### config.mk
export PLATFORM = sky130hd
export DESIGN_NAME = traffic_ctrl_n
export DESIGN_NICKNAME = d
export VERILOG_FILES = /design/src/rtl/traffic_ctrl_n.sv
export SDC_FILE = /design/constraint.sdc
export NUM_CORES = 1
export LEC_CHECK = 0
export ABC_AREA = 1
export BUFFER_PORTS_ARGS = -buffer_cell sky130_fd_sc_hd__buf_2
export CORE_MARGIN = 2
export CORE_UTILIZATION = 40
export CTS_CLUSTER_DIAMETER = 100
export DETAILED_ROUTE_END_ITERATION = 6
export GPL_TIMING_DRIVEN = 0
export HOLD_SLACK_MARGIN = 0.03
export PLACE_DENSITY = 0.68
export SYNTH_ARGS = -nofsm -noshare
export SYNTH_HDL_FRONTEND = slang
export SYNTH_SLANG_ARGS = --single-unit
### constraint.sdc
create_clock -name ck -period 2.5 [get_ports ck]
set_input_delay 0.75 -clock ck [delete_from_list [all_inputs] [get_ports ck]]
set_output_delay 0.75 -clock ck [all_outputs]
set_load 0.01 [all_outputs]
### src/rtl/traffic_ctrl_n.sv
// N-direction traffic-light sequencer: GREEN -> YELLOW -> ALL-RED per direction,
// with optional request-actuated skip/extend and a run-enable that freezes timing.
module traffic_ctrl_n #(
    parameter int NUM_DIR  = 2,
    parameter int TW       = 16,
    parameter int ACTUATED = 1,
    parameter int IW       = 3
) (
    input  logic               ck,
    input  logic               rst,
    input  logic               en,
    input  logic [TW-1:0]      ld_green,
    input  logic [TW-1:0]      ld_yellow,
    input  logic [TW-1:0]      ld_allred,
    input  logic [NUM_DIR-1:0] req,
    output logic [NUM_DIR-1:0] g,
    output logic [NUM_DIR-1:0] y,
    output logic [NUM_DIR-1:0] r,
    output logic [IW-1:0]      active,
    output logic               phase_done
);

    typedef enum logic [1:0] {
        ST_GREEN  = 2'd0,
        ST_YELLOW = 2'd1,
        ST_ALLRED = 2'd2
    } state_t;

    state_t             state_q, state_d;
    logic [IW-1:0]      active_q, active_d;
    logic [IW-1:0]      nxt_q, nxt_d;
    logic [TW-1:0]      timer_q, timer_d;
    logic               phaseDone_q, phaseDone_d;
    logic [NUM_DIR-1:0] g_q, g_d;
    logic [NUM_DIR-1:0] y_q, y_d;
    logic [NUM_DIR-1:0] r_q, r_d;
    logic [NUM_DIR-1:0] reqEff;
    logic [NUM_DIR-1:0] oneHot;
    logic [IW:0]        pick;

    function automatic logic [TW-1:0] clampDur(input logic [TW-1:0] d);
        return (d == '0) ? TW'(1) : d;
    endfunction

    // Returns {found, index}: nearest requesting direction after cur, wrapping at NUM_DIR.
    function automatic logic [IW:0] pickNext(input logic [IW-1:0] cur,
                                             input logic [NUM_DIR-1:0] rq);
        logic [IW:0]        res;
        logic [NUM_DIR-1:0] rqSh;
        int                 cand;
        res = '0;
        for (int k = NUM_DIR - 1; k >= 1; k--) begin
            cand = int'(cur) + k;
            if (cand >= NUM_DIR) begin
                cand = cand - NUM_DIR;
            end
            rqSh = rq >> cand;
            if (rqSh[0]) begin
                res = {1'b1, IW'(cand)};
            end
        end
        return res;
    endfunction

    // Fixed mode is the actuated scan with every direction requesting.
    assign reqEff = (ACTUATED != 0) ? req : '1;
    assign pick   = pickNext(active_q, reqEff);

    always_comb begin
        state_d     = state_q;
        active_d    = active_q;
        nxt_d       = nxt_q;
        timer_d     = timer_q;
        phaseDone_d = 1'b0;
        if (en) begin
            if (timer_q <= TW'(1)) begin
                case (state_q)
                    ST_ALLRED: begin
                        state_d     = ST_GREEN;
                        active_d    = nxt_q;
                        timer_d     = clampDur(ld_green);
                        phaseDone_d = 1'b1;
                    end
                    ST_GREEN: begin
                        if (pick[IW]) begin
                            state_d     = ST_YELLOW;
                            nxt_d       = pick[IW-1:0];
                            timer_d     = clampDur(ld_yellow);
                            phaseDone_d = 1'b1;
                        end else begin
                            timer_d = clampDur(ld_green);
                        end
                    end
                    ST_YELLOW: begin
                        state_d     = ST_ALLRED;
                        timer_d     = clampDur(ld_allred);
                        phaseDone_d = 1'b1;
                    end
                    default: begin
                        state_d = ST_ALLRED;
                        timer_d = clampDur(ld_allred);
                    end
                endcase
            end else begin
                timer_d = timer_q - TW'(1);
            end
        end

        oneHot = NUM_DIR'(1) << active_d;
        g_d    = '0;
        y_d    = '0;
        r_d    = '1;
        case (state_d)
            ST_GREEN: begin
                g_d = oneHot;
                r_d = ~oneHot;
            end
            ST_YELLOW: begin
                y_d = oneHot;
                r_d = ~oneHot;
            end
            default: begin
                r_d = '1;
            end
        endcase
    end

    always_ff @(posedge ck) begin
        if (rst) begin
            state_q     <= ST_ALLRED;
            active_q    <= '0;
            nxt_q       <= '0;
            timer_q     <= clampDur(ld_allred);
            phaseDone_q <= 1'b0;
            g_q         <= '0;
            y_q         <= '0;
            r_q         <= '1;
        end else begin
            state_q     <= state_d;
            active_q    <= active_d;
            nxt_q       <= nxt_d;
            timer_q     <= timer_d;
            phaseDone_q <= phaseDone_d;
            g_q         <= g_d;
            y_q         <= y_d;
            r_q         <= r_d;
        end
    end

    assign g          = g_q;
    assign y          = y_q;
    assign r          = r_q;
    assign active     = active_q;
    assign phase_done = phaseDone_q;

endmodule

==> results.ini <==
[timing]
holdWs_ns=0.4449
clock-skew-final_ns=0.008081
fin_tns_setup_ns=0
report.final.hold_viol_count=0
finalMaxSlewViolations=0
relSlewSlack_pct=56.16
max_freq_mhz=426.3
finalSetupViolCount=0
worst_pin_slew_ns=0.6559
fin_crit_sh_pct=93.83
fin_crit_ns=2.346

[yosys]
synthMuxAreaShare_pct=0
synth_xor_area_share_pct=2.119
yosysSeqAreaShare_pct=31.48
mappedNetlistArea_sq_mm=0.002480
synth_fa_ha_area_share_pct=4.541
synth_top_area_share_pct=21.64
synthSimpleGateAreaFrac_pct=44.00
yosys_warnings=0
synth_cell_type_count=32
synth_top_family_by_area=simple AND/OR/NAND/NOR gates
synthTopCellsByArea=nand2_1, edfxtp_1, dfxtp_1
synth_top_cell_by_area=nand2_1
synth-compound-area-share_pct=8.174
syn-instance-count=389
ys_ff_latch=31
synth.avg_cell_area_sq_um=6.375
syn_nets=451

[detailed_routing]
dr.pass1.iters=4
vias=2544
drt-total-wl_mm=6.554
ant_nets=0
viasPerCell=4.720
drt_iter0_markers=166
drc=0
routedWlPerCell_um=12.16

[critical_path]
setup.worst_path.end_class=flop
worstPathArrival_ns=2.37
crit_required_ns=2.52
path_max_fanout=7
start_kind=flop
reg2regPathDepth=16
crit_type=reg2reg
startpoint=active[0]
reg2reg_from=active[0]

[cells_and_area]
nets=525
diodes=0
syn_to_final_growth_pct=24.62
fillers=641
post_route_cells_drive_above_1_share_pct=24.78

[global_route]
antenna_found_initial=0
grt_pass1_wl_mm=10.72
grt_pass1_vias=2265
grt-ovfl-total=0
grt_max_degree=17
gr-usage-all-layers_pct=21.15

[die]
fp.dieArea_sq_mm=0.006846
start_util_pct=41.64
die_x_um=82.74
coreArea_sq_mm=0.005956
die_height_um=82.74
ios=63
rows=28

[clocking]
clk_path_buf_depth=2
tritoncts=yes
cts_made_buffers=5
clk_latency_ns=0.28
cts_hold_buf=0
cts-htree-levels=2
cts.sinks=31
cts.clk_slew.worst_paths_ns=0.07
root_buffer=clkbuf_8

[placed_design]
gp_congestion=0.8609
hpwl_mm=5.328
numPortBuffers=62

[min_path]
worstHoldStart=nxt_q[1]
hp-class=reg2reg
min_path_cells=2

[power_and_ir_drop]
ir_drop_uv=177.6
pwr_density_cell_mw_per_mm2=410.7
power_leakage_nw=1.609

[run_status]
status=finished, final reports clean

[job]
drv_cap=0

## cell usage after synthesis
cell type,count
nand2_2,7
nor2_2,5
o21ai_0,11
ha_1,9
or2_2,2
o21bai_1,1
nand3_1,22
nand4_2,1
a31oi_1,3
dfxtp_1,15
clkbuf_1,5
nor2_4,4
nor3_1,4
nor2b_1,1
xor2_1,5
a21oi_1,19
nor4_1,6
inv_1,49
nand3b_1,4
inv_2,3
o21ai_1,2
xnor2_1,1
nand2_1,143
nand3_4,1
nand4_1,7
o31ai_1,1
buf_6,1
edfxtp_1,16
buf_2,3
a21oi_2,1
and2_1,2
nor2_1,35
## critical path: stages (launching register included)
cell	delay [ns]
dfxtp_4	0.41
ha_4	0.14
inv_1	0.03
nand2_1	0.06
nand2_2	0.05
ha_2	0.17
ha_1	0.26
nand3_1	0.09
a21oi_2	0.18
nand2_2	0.10
nand2_2	0.10
nand2_4	0.07
buf_4	0.13
nand2_1	0.06
nand3_2	0.08
nand2_1	0.06
o21ai_0	0.08
## final timing paths
kind	slack (ns)	end
setup / recovery	0.15	timer_q[0]
hold / removal	0.44	nxt_q[1]
setup reg to reg	0.15	timer_q[0]
hold reg to reg	0.44	nxt_q[1]
## per-layer routing
metal	global-route usage (%)	wire, um	vias up
li1	-	-	1383
met1	28.92	3128	1098
met2	34.19	3061	57
met3	2.826	265	6
met4	7.377	98	0
met5	0	0	-
## registers in the layout (all words and copies together), names as in the netlist
register,flops
r,2
timer_q,16
nxt_q,3
phase_done,1
active,3
state_q,2
g,2
y,2
## logic make-up (layout without fill, tap and decap cells)
group,Yosys count,in the layout
AO/OA/AOI/OAI,38,38
flip-flops,31,31
XOR/XNOR,6,6
AND/OR/NAND/NOR,244,244
adder cells (fa/ha/maj),9,9
buffers and inverters,61,136
## area by class of cell
cell class | count | area, sq um | share of cell area, %
Clock buffer | 6 | 93.84 | 3.036
Clock inverter | 2 | 8.758 | 0.2834
Sequential cell | 31 | 788.3 | 25.51
Multi-Input combinational cell | 297 | 1519 | 49.15
Timing Repair Buffer | 68 | 355.3 | 11.50
Buffer | 8 | 36.28 | 1.174
Tap cell | 75 | 93.84 | 3.036
Inverter | 52 | 195.2 | 6.316
## metrics by stage
step	power [mW]	std cells	cell area (sq um)	setup slack [ns]	utilization [%]
after floorplan	0.7480	389	2480	0.01641	-
after global placement	0.8370	526	2884	-0.2077	48.42
after detailed placement	0.8395	526	2884	-0.2569	48.42
after CTS	1.271	536	3009	0.003259	50.53
after global routing	1.335	539	3090	-0.04441	51.89
final	1.269	539	3090	0.1542	51.89
## repair_timing
action,4_1_cts,5_1_grt
pin swaps,1,5
endpoints found under the hold margin,0,0
resized for setup,4,16
buffers inserted,2,4
gates cloned,0,0
endpoints found under the setup margin,14,12
## power breakdown
group          internal, mW  switching [mW]
clock                 0.251           0.186
sequential            0.572          0.0272
combinational        0.0958           0.137
## cells in the final DEF, fill, tap and decap left out, drive strengths merged, types with 9 or more instances in the layout
cell type  count
o21ai         13
ha             9
clkbuf        11
edfxtp        16
inv           52
a21oi         20
buf           71
nand3         23
dfxtp         15
nor2          44
nand2        150
(Power assumes the default switching activity.)
